## src/rtl/led_seq_pkg.sv

```systemverilog
// Shared constants for the LED pattern sequencer: mode codes, per-mode seeds
// and the seed lookup used on mode changes and restarts.
package led_seq_pkg;

   localparam int LED_W = 16;

   localparam logic [2:0] MODE_OFF   = 3'd0;
   localparam logic [2:0] MODE_ROT   = 3'd1;
   localparam logic [2:0] MODE_BNC   = 3'd2;
   localparam logic [2:0] MODE_FILL  = 3'd3;
   localparam logic [2:0] MODE_BLINK = 3'd4;
   localparam logic [2:0] MODE_CNT   = 3'd5;

   localparam logic [LED_W-1:0] SEED_OFF     = 16'h0000;
   localparam logic [LED_W-1:0] SEED_ROT_FWD = 16'h0001;
   localparam logic [LED_W-1:0] SEED_ROT_REV = 16'h8000;
   localparam logic [LED_W-1:0] SEED_BNC     = 16'h0001;
   localparam logic [LED_W-1:0] SEED_FILL    = 16'h0001;
   localparam logic [LED_W-1:0] SEED_BLINK   = 16'hFFFF;
   localparam logic [LED_W-1:0] SEED_CNT     = 16'h0000;

   localparam logic [LED_W-1:0] RST_LED  = 16'h0001;
   localparam logic [2:0]       RST_MODE = MODE_ROT;

   // Reserved modes 6 and 7 fall through to the OFF seed.
   function automatic logic [LED_W-1:0] seed_for(input logic [2:0] m, input logic rev);
      logic [LED_W-1:0] seed;
      case (m)
         MODE_ROT:   seed = rev ? SEED_ROT_REV : SEED_ROT_FWD;
         MODE_BNC:   seed = SEED_BNC;
         MODE_FILL:  seed = SEED_FILL;
         MODE_BLINK: seed = SEED_BLINK;
         MODE_CNT:   seed = SEED_CNT;
         default:    seed = SEED_OFF;
      endcase
      return seed;
   endfunction

endpackage

```

## src/rtl/led_tick_gen.sv

```systemverilog
// Step-rate prescaler: a tick every P cycles, P = DIV_MAX >> (2*speed),
// never below 1. Pause freezes the count; clr forces it back to zero.
module led_tick_gen #(
   parameter int unsigned DIV_MAX = 5000000
) (
   input  logic       clk,
   input  logic       rst,
   input  logic [1:0] speed,
   input  logic       pause,
   input  logic       clr,
   output logic       tick
);

   logic [31:0] r_cnt;
   logic [31:0] w_shift;
   logic [31:0] w_per;

   always_comb begin
      w_shift = 32'(DIV_MAX) >> {speed, 1'b0};
      w_per   = (w_shift == 32'd0) ? 32'd1 : w_shift;
   end

   // Compare with >= so a speed-up mid-count ticks immediately instead of overrunning.
   assign tick = ~pause && (r_cnt >= (w_per - 32'd1));

   always_ff @(posedge clk) begin
      if (rst || clr) begin
         r_cnt <= '0;
      end else if (tick) begin
         r_cnt <= '0;
      end else if (!pause) begin
         r_cnt <= r_cnt + 32'd1;
      end
   end

endmodule

```

## src/rtl/led_seq_ctrl.sv

```systemverilog
// Switch-configured LED pattern sequencer: synchronises the switches, detects
// restart edges and advances the selected pattern on each prescaler tick.
module led_seq_ctrl
   import led_seq_pkg::*;
#(
   parameter int unsigned DIV_MAX = 5000000
) (
   input  logic             clk,
   input  logic             rst,
   input  logic [7:0]       sw,
   output logic [LED_W-1:0] ledr,
   output logic [2:0]       mode,
   output logic             step
);

   logic [7:0]       r_sw_meta;
   logic [7:0]       r_sw_sync;
   logic             r_restart_d;
   logic [LED_W-1:0] r_led;
   logic [2:0]       r_mode;
   logic             r_dir;
   logic             r_step;

   logic             w_restart;
   logic             w_tick;
   logic [2:0]       w_sel;
   logic             w_rev;
   logic [LED_W-1:0] w_led_nxt;
   logic [2:0]       w_mode_nxt;
   logic             w_dir_nxt;
   logic             w_step_nxt;

   assign w_sel     = r_sw_sync[2:0];
   assign w_rev     = r_sw_sync[6];
   assign w_restart = r_sw_sync[7] & ~r_restart_d;

   led_tick_gen #(
      .DIV_MAX (DIV_MAX)
   ) u_tick (
      .clk   (clk),
      .rst   (rst),
      .speed (r_sw_sync[4:3]),
      .pause (r_sw_sync[5]),
      .clr   (w_restart),
      .tick  (w_tick)
   );

   always_ff @(posedge clk) begin
      if (rst) begin
         r_sw_meta   <= '0;
         r_sw_sync   <= '0;
         r_restart_d <= 1'b0;
      end else begin
         r_sw_meta   <= sw;
         r_sw_sync   <= r_sw_meta;
         r_restart_d <= r_sw_sync[7];
      end
   end

   always_comb begin
      w_led_nxt  = r_led;
      w_mode_nxt = r_mode;
      w_dir_nxt  = r_dir;
      w_step_nxt = 1'b0;
      if (w_restart) begin
         w_led_nxt  = seed_for(w_sel, w_rev);
         w_mode_nxt = w_sel;
         w_dir_nxt  = 1'b0;
      end else if (w_tick) begin
         w_step_nxt = 1'b1;
         if (w_sel != r_mode) begin
            w_led_nxt  = seed_for(w_sel, w_rev);
            w_mode_nxt = w_sel;
            w_dir_nxt  = 1'b0;
         end else begin
            case (r_mode)
               MODE_ROT: begin
                  w_led_nxt = w_rev ? {r_led[0], r_led[LED_W-1:1]}
                                    : {r_led[LED_W-2:0], r_led[LED_W-1]};
               end
               MODE_BNC: begin
                  // Direction flips on the step that lands on an end bit.
                  if (!r_dir) begin
                     w_led_nxt = {r_led[LED_W-2:0], 1'b0};
                     if (r_led[LED_W-2]) w_dir_nxt = 1'b1;
                  end else begin
                     w_led_nxt = {1'b0, r_led[LED_W-1:1]};
                     if (r_led[1]) w_dir_nxt = 1'b0;
                  end
               end
               MODE_FILL: begin
                  w_led_nxt = (&r_led) ? '0 : {r_led[LED_W-2:0], 1'b1};
               end
               MODE_BLINK: w_led_nxt = ~r_led;
               MODE_CNT:   w_led_nxt = r_led + 16'd1;
               default:    w_led_nxt = '0;
            endcase
         end
      end
   end

   always_ff @(posedge clk) begin
      if (rst) begin
         r_led  <= RST_LED;
         r_mode <= RST_MODE;
         r_dir  <= 1'b0;
         r_step <= 1'b0;
      end else begin
         r_led  <= w_led_nxt;
         r_mode <= w_mode_nxt;
         r_dir  <= w_dir_nxt;
         r_step <= w_step_nxt;
      end
   end

   assign ledr = r_led;
   assign mode = r_mode;
   assign step = r_step;

endmodule
```

## config.mk

```make
export PLATFORM = sky130hd
export DESIGN_NAME = led_seq_ctrl
export DESIGN_NICKNAME = d
export VERILOG_FILES = /design/src/rtl/led_seq_pkg.sv /design/src/rtl/led_tick_gen.sv /design/src/rtl/led_seq_ctrl.sv
export SDC_FILE = /design/constraint.sdc
export NUM_CORES = 1
export LEC_CHECK = 0
export ABC_CLOCK_PERIOD_IN_PS = 5200
export BUFFER_PORTS_ARGS = -buffer_cell sky130_fd_sc_hd__buf_2
export CAP_MARGIN = 10
export CORE_UTILIZATION = 35
export DETAILED_ROUTE_END_ITERATION = 10
export PLACE_DENSITY = 0.57
export SLEW_MARGIN = 20
export SYNTH_ARGS = -nofsm -noshare
export SYNTH_HDL_FRONTEND = slang
export SYNTH_SLANG_ARGS = --single-unit
```

## constraint.sdc

```tcl
create_clock -name clk -period 5.2 [get_ports clk]
set_clock_uncertainty 0.15 [all_clocks]
set_input_delay 0.52 -clock clk [delete_from_list [all_inputs] [get_ports clk]]
set_output_delay 0.52 -clock clk [all_outputs]
set_load 0.005 [all_outputs]
```

==> out/metrics.cfg, run 1 <==
[placement]
gp_congestion=0.8204
hpwl_um=7490
port_buffers=29

[yosys]
ys_warn_count=0
ys_types=62
synth-seq-cells=70
async_flop_share_pct=0
avgSynthCellArea_um2=8.489
synth_edf_count=0
yosys_most_used_dff=dfxtp_1
synth_area_mm2=0.004414
synth_cells=520
yosysSeqAreaShare_pct=31.75

[worst_hold_path]
whs_path_depth=2
hp-class=input pin to register
hold_end=r_sw_meta[6]
min_from=sw[6]

[floorplanning]
dieArea_mm2=0.01307
num_rows=40
die_h_um=114.3
core_area_mm2=0.01216
start_util_pct=36.30
die_x_um=114.3
io_pins=30

[setup_path]
required_ns=5.32
start_kind=register
ff2ff_path_depth=12
critical_path_class=register to register
regToRegSetupSlack_ns=1.04
cp.arrival_ns=4.28
regToRegEndpoint=u_tick.r_cnt[10]
timing.rr.start=r_sw_sync[3]
cp-end-kind=register
critPathMaxFanout=22

[power_and_ir_drop]
max-vdd-ir-drop_mv=0.1684
fin_total_pwr_uw=1295
p_leak_uw=0.002048
cellPowerDensity_mw_per_mm2=259.6

[grt]
grt_max_degree=43
grt_pass1_vias=3587
grt_usage_pct=17.49
grt_overflow_total=0
grt_pass1_wl_um=18020
antenna_found_initial=0

[run_status]
status=complete, no violations

[clocking]
clk_latency_ns=0.34
cts_max_path_buffers=2
ctsResizeCount=0
cts_tree=built
clock-root-buffer=clkbuf_16
numClockSinks=70
cts_setup_buffers=0
clk_pin_slew_worst_paths_ns=0.06
holdBufCountCts=0
cts_buffers=9
cts-htree-levels=3

[sta]
tightest_slew_ns=1.049
setup_tns_ns=0
fmax_mhz=240.6
period_needed_ns=4.157
setup_viol=0
hold_viol=0
min_period_over_period_pct=79.94
rsz0062_at_grt=false
relSlewSlack_pct=29.43
slew_violations=0

[detailed_routing]
via_count=3845
wl_met3_um=376
drt_pre_antenna_iters=5
dr.first_iter.drc_count=218
top_layer_used=met4
drt-met1-wl_um=5286
wl_um=10700
drc=0
ant_nets=0
viasPerCell=5.400
met2_wirelength_um=4814
wire_per_inst_um=15.03

[cells_and_area]
layout-drive-gt1-share_pct=13.24
areaGrowthSynthToFinish_pct=13.07
fill_cells=1267
layout.nets=583
diodes=0
fin_util_pct=41.04

[run]
drv_cap=0

placed cells by master, fill, tap and decap left out, types with 3 or more instances in the layout:
master / instances
a211oi_1: 8
a21o_1: 5
a21oi_1: 28
a221o_1: 3
a221oi_1: 11
a31oi_1: 6
and3_1: 8
and4_1: 6
buf_2: 29
buf_4: 5
clkbuf_16: 9
clkinv_2: 3
dfxtp_1: 70
ha_1: 34
inv_1: 21
mux2_2: 12
mux2i_1: 5
nand2_1: 34
nand2b_1: 6
nand3_1: 19
nand3b_1: 3
nand4_1: 15
nand4b_1: 4
nor2_1: 54
nor2b_1: 29
nor3_1: 7
nor4_1: 5
o211ai_1: 4
o21ai_0: 10
o31ai_1: 5
o41ai_1: 4
xnor2_1: 17
xor2_1: 23
critical path, cell delays in order (launching register included):
cell and delay [ns]:
dfxtp_1 0.51, inv_1 0.22, ha_1 0.24, or4_1 0.46, o41ai_1 0.27, ha_1 0.30
and3_1 0.14, and3_1 0.19, a221o_1 0.34, o21ai_1 0.33, nand3_1 0.44, buf_4 0.37
nor2_1 0.12
report_power, final:
part	switching (uW)	internal (uW)	total [uW]	leakage [uW]
registers	17.0	549	566	0.000569
logic	64.3	45.4	110	0.00133
clock network	238	382	620	0.000148
per-stage QoR:
| step | hold WS, ns | setup WS, ns | instance area, um2 | std cells |
|---|---|---|---|---|
| 2_1_floorplan | 0.2638 | 1.379 | 4418 | 521 |
| 3_3_place_gp | 0.2686 | 1.231 | 4691 | 696 |
| 3_5_place_dp | 0.2761 | 0.9974 | 4691 | 696 |
| 4_1_cts | 0.2209 | 0.9925 | 4991 | 712 |
| 5_1_grt | 0.2285 | 0.7537 | 4991 | 712 |
| 6_report | 0.2365 | 1.043 | 4991 | 712 |
cell families after synthesis:
family / count (synthesis) / share of synthesized area (%)
AND/OR/NAND/NOR: 210 / 26.16
AO/OA/AOI/OAI: 100 / 15.73
flip-flops: 70 / 31.75
buffers and inverters: 48 / 4.507
XOR/XNOR: 40 / 7.936
adder cells (fa/ha/maj): 34 / 9.637
multiplexers: 17 / 4.195
other: 1 / 0.08495
layer usage:
metal  up-vias  GRT usage, %
li1       1913             -
met2        66         27.15
met3        16         4.182
met4         0         6.667
met5         -             0
met1      1850         23.41
state kept, by name, indices dropped and copies added (netlist names):
register      flops
r_sw_meta         8
r_sw_sync         8
r_dir             1
u_tick.r_cnt     32
r_restart_d       1
ledr             16
mode              3
step              1
cell usage after synthesis (all sizes together), types with 11 or more instances:
cell,number,area [um2]
xor2,23,201.4
nand2,34,127.6
nor2b,29,181.4
nand3,19,95.09
inv,21,78.83
a221oi,12,111.4
dfxtp,70,1401
o21ai,11,55.05
a21oi,28,140.1
ha,34,425.4
xnor2,17,148.9
mux2,12,135.1
nand4,16,115.1
clkbuf,20,77.57
nor2,54,202.7
area by class of cell:
class | instances | area, um2 | area share (%)
multi-input combinational | 403 | 2818 | 56.46
sequential | 70 | 1401 | 28.08
clock buffer | 10 | 239.0 | 4.788
tap | 168 | 210.2 | 4.212
timing repair buffer | 34 | 182.7 | 3.660
inverter | 21 | 78.83 | 1.579
clock inverter | 6 | 61.31 | 1.228
worst max-delay path by stage:
stage,depth (start not counted),from,endpoint
6_report,12,r_sw_sync[3],u_tick.r_cnt[10]
2_1_floorplan,12,r_sw_sync[3],ledr[11]
5_1_grt,12,r_sw_sync[3],u_tick.r_cnt[25]
4_1_cts,12,r_sw_sync[3],u_tick.r_cnt[28]
3_5_place_dp,12,r_sw_sync[3],u_tick.r_cnt[21]
3_3_place_gp,12,r_sw_sync[3],u_tick.r_cnt[31]
(Power assumes the default switching activity.)
==> run 2: changes to the inputs <==
--- a/config.mk
+++ b/config.mk
@@ -5,12 +5,12 @@
 export SDC_FILE = /design/constraint.sdc
 export NUM_CORES = 1
 export LEC_CHECK = 0
-export ABC_CLOCK_PERIOD_IN_PS = 5200
+export ABC_CLOCK_PERIOD_IN_PS = 3400
 export BUFFER_PORTS_ARGS = -buffer_cell sky130_fd_sc_hd__buf_2
 export CAP_MARGIN = 10
 export CORE_UTILIZATION = 35
 export DETAILED_ROUTE_END_ITERATION = 10
-export PLACE_DENSITY = 0.57
+export PLACE_DENSITY = 0.59
 export SLEW_MARGIN = 20
 export SYNTH_ARGS = -nofsm -noshare
 export SYNTH_HDL_FRONTEND = slang
==> constraint.sdc (replaced) <==
create_clock -name clk -period 3.4 [get_ports clk]
set_clock_uncertainty 0.15 [all_clocks]
set_input_delay 0.34 -clock clk [delete_from_list [all_inputs] [get_ports clk]]
set_output_delay 0.34 -clock clk [all_outputs]
set_load 0.005 [all_outputs]
==> run 2 against run 1 <==
Largest power group unchanged; die area unchanged; fmax up 19%; global-route usage up 0.65 points; sequential cell count unchanged; first-iteration DRC count up 0.46%; the run now ends with negative setup slack left; wire length up 3.6%; final cell count up 3.2%; critical path type unchanged; utilization up 2.6 points; sequential share of layout area down 1.6 points; worst setup slack worse by 1.1 ns; clock power up 53%; worst hold slack worse by 0.19 ns.
==> out/metrics.cfg, run 2 (synthesis results as in run 1) <==
[run_status]
status=finished with violations  ; was complete, no violations
violations=negative setup slack

[power_and_ir_drop]
p_int_uw=1447  ; was 976.3 uW
clockPowerShare_pct=47.2  ; was 47.9%
cellPowerDensity_mw_per_mm2=377.7  ; was 259.6 mW/mm2
power.switching_uw=559.4  ; was 319.1 uW
p_seq_share_pct=43.0  ; was 43.7%
p_leak_uw=0.002225  ; was 0.002048 uW
max-vdd-ir-drop_mv=0.3403  ; was 0.1684 mV
power_frac_comb_pct=9.8  ; was 8.5%
switching_share_pct=27.88  ; was 24.64%
fin_total_pwr_uw=2006  ; was 1295 uW

[sta]
min_period_over_period_pct=102.5  ; was 79.94%
period_needed_ns=3.485  ; was 4.157 ns
relSlewSlack_pct=48.76  ; was 29.43%
setup_viol=13  ; was 0
fin_ws_ns=-0.08509  ; was 1.043 ns
whs_ns=0.04609  ; was 0.2365 ns
fmax_mhz=286.9  ; was 240.6 MHz
slew_violations=0  ; unchanged
tightest_slew_ns=0.7686  ; was 1.049 ns
rsz0062_at_grt=true  ; was false
hold_viol=0  ; unchanged

[clocking]
clock-root-buffer=clkbuf_16  ; unchanged
cts_buffers=9  ; unchanged
cts_tree=built  ; unchanged
clk_latency_ns=0.35  ; was 0.34 ns
holdBufCountCts=0  ; unchanged
clk_pin_slew_worst_paths_ns=0.06  ; about the same
cts-htree-levels=3  ; unchanged
numClockSinks=70  ; unchanged
cts_max_path_buffers=2  ; unchanged

[setup_path]
critical-path-top-delay-family=simple AND/OR/NAND/NOR gates  ; unchanged
critPathMaxFanout=7  ; was 22
critPathMaxStageDelay_ns=0.54  ; was 0.51 ns
slowest_stage=or4_4  ; was dfxtp_1
start_kind=register  ; unchanged
path_buf_inv=2  ; unchanged
cp.arrival_ns=3.58  ; was 4.28 ns
cp-end-kind=register  ; unchanged
cp_cell_sequence=ha_2, or4_4, o41ai_4, ha_1, and3_4, and3_1, a221o_1, o21a_2, nor3_4, buf_6, buf_12, mux2_2  ; was inv_1, ha_1, or4_1, o41ai_1, ha_1, and3_1, and3_1, a221o_1, o21ai_1, nand3_1, buf_4, nor2_1
required_ns=3.49  ; was 5.32 ns
critical_path_class=register to register  ; unchanged

[run]
drv_cap=0  ; unchanged

[grt]
grt_usage_pct=18.13  ; was 17.49%
grt_overflow_total=0  ; unchanged
antenna_found_initial=0  ; unchanged
grt_max_degree=33  ; was 43
grt_pass1_vias=3685  ; was 3,587
grt_pass1_wl_um=18510  ; was 18,020 um

[cells_and_area]
largest_reg_flops=32  ; unchanged
regArea_mm2=0.001409  ; was 0.001401 mm2
fill_cells=1221  ; was 1,267
areaGrowthSynthToFinish_pct=20.32  ; was 13.07%
multi_input_comb_area_mm2=0.002914  ; was 0.002818 mm2
stdcell_count=735  ; was 712
layout-drive-gt1-share_pct=18.69  ; was 13.24%
largest_register=u_tick.r_cnt  ; unchanged
diodes=0  ; unchanged
mostFrequentLayoutCells=dfxtp_1, nor2_1, nand2_1  ; was dfxtp_1, nor2_1, nand2_1, ha_1
layout.nets=606  ; was 583
final_common_cell=dfxtp_1  ; unchanged

[floorplanning]
start_util_pct=36.30  ; unchanged
core_area_mm2=0.01216  ; unchanged
dieArea_mm2=0.01307  ; unchanged
num_rows=40  ; unchanged
die_h_um=114.3  ; unchanged
die_x_um=114.3  ; unchanged
io_pins=30  ; unchanged

[worst_hold_path]
hp-class=input pin to register  ; unchanged

[detailed_routing]
drc=0  ; unchanged
wire_per_inst_um=15.09  ; was 15.03 um
via_count=3931  ; was 3,845
drt_pre_antenna_iters=5  ; unchanged
viasPerCell=5.348  ; was 5.400
ant_nets=0  ; unchanged
wl_um=11090  ; was 10,700 um
dr.first_iter.drc_count=219  ; was 218

[placement]
port_buffers=29  ; unchanged
dp_worst_setup_slack_ns=-0.05122  ; was 0.9974 ns
hpwl_um=7841  ; was 7490 um
gp_congestion=0.8314  ; was 0.8204
dp_cells=716  ; was 696

run 2: cell count changes in the layout (fill, tap and decap cells not counted), sizes merged:
cell / delta
bufinv: -1
clkinvlp: -1
clkinv: -2
buf: +22
inv: +5
run 2: worst reg2reg max path, delay by kind of cell, from the launching register on:
| family | cells | cell delay [ns] |
|---|---|---|
| simple gates | 4 | 1.01 |
| compound gates | 3 | 0.76 |
| fa+ha+maj | 2 | 0.48 |
| flops | 1 | 0.37 |
| buf+inv | 2 | 0.29 |
| mux | 1 | 0.33 |
run 2: routing by layer:
layer / share of wire (%) / track usage (%) / wire length (um)
met2: 44 / 27.64 / 4898
met3: 4.2 / 3.547 / 470
met5: 0 / 0 / 0
met4: 1.8 / 7.532 / 195
met1: 50 / 24.96 / 5526
run 2: final timing paths:
| path | endpoint | from | depth (start not counted) | slack [ns] |
|---|---|---|---|---|
| worst max-delay path | ledr[5] | r_sw_sync[3] | 12 | -0.09 |
| worst min-delay path | r_sw_meta[2] | sw[2] | 2 | 0.05 |
| worst max register to register | ledr[5] | r_sw_sync[3] | 12 | -0.09 |
| worst min register to register | r_sw_sync[5] | r_sw_meta[5] | 1 | 0.28 |
run 2: cell type report:
class	instances	share of cell area [%]
multi-input cells	403	54.86
repair buffers	57	7.397
clock buffers	9	4.240
well taps	168	3.958
inverters	21	1.578
flip-flops and latches	70	26.53
clock inverters	7	1.437
run 2: per-stage QoR:
step	setup TNS [ns]	area, um2	utilization, %
finish	-0.7880	5311	43.67
floorplan	-0.2183	4503	-
detailed placement	-0.1473	4935	40.58
global placement	-0.008085	4935	40.58
CTS	-0.3866	5259	43.24
global route	-2.520	5311	43.67
run 2: power groups by stage:
stage / registers (uW) / logic, uW / clock network [uW]
6_report: 863 / 197 / 946
5_1_grt: 867 / 219 / 1010
2_1_floorplan: 872 / 136 / 0
3_5_place_dp: 882 / 187 / 0
4_1_cts: 863 / 191 / 975
3_3_place_gp: 881 / 183 / 0
run 2: repair_timing:
action | 4_1_cts | 5_1_grt
setup endpoints to repair | 14 | 18
gates resized for setup | 4 | 3
pin swaps | 0 | 3
buffers inserted | 0 | 2
gates cloned | 0 | 1
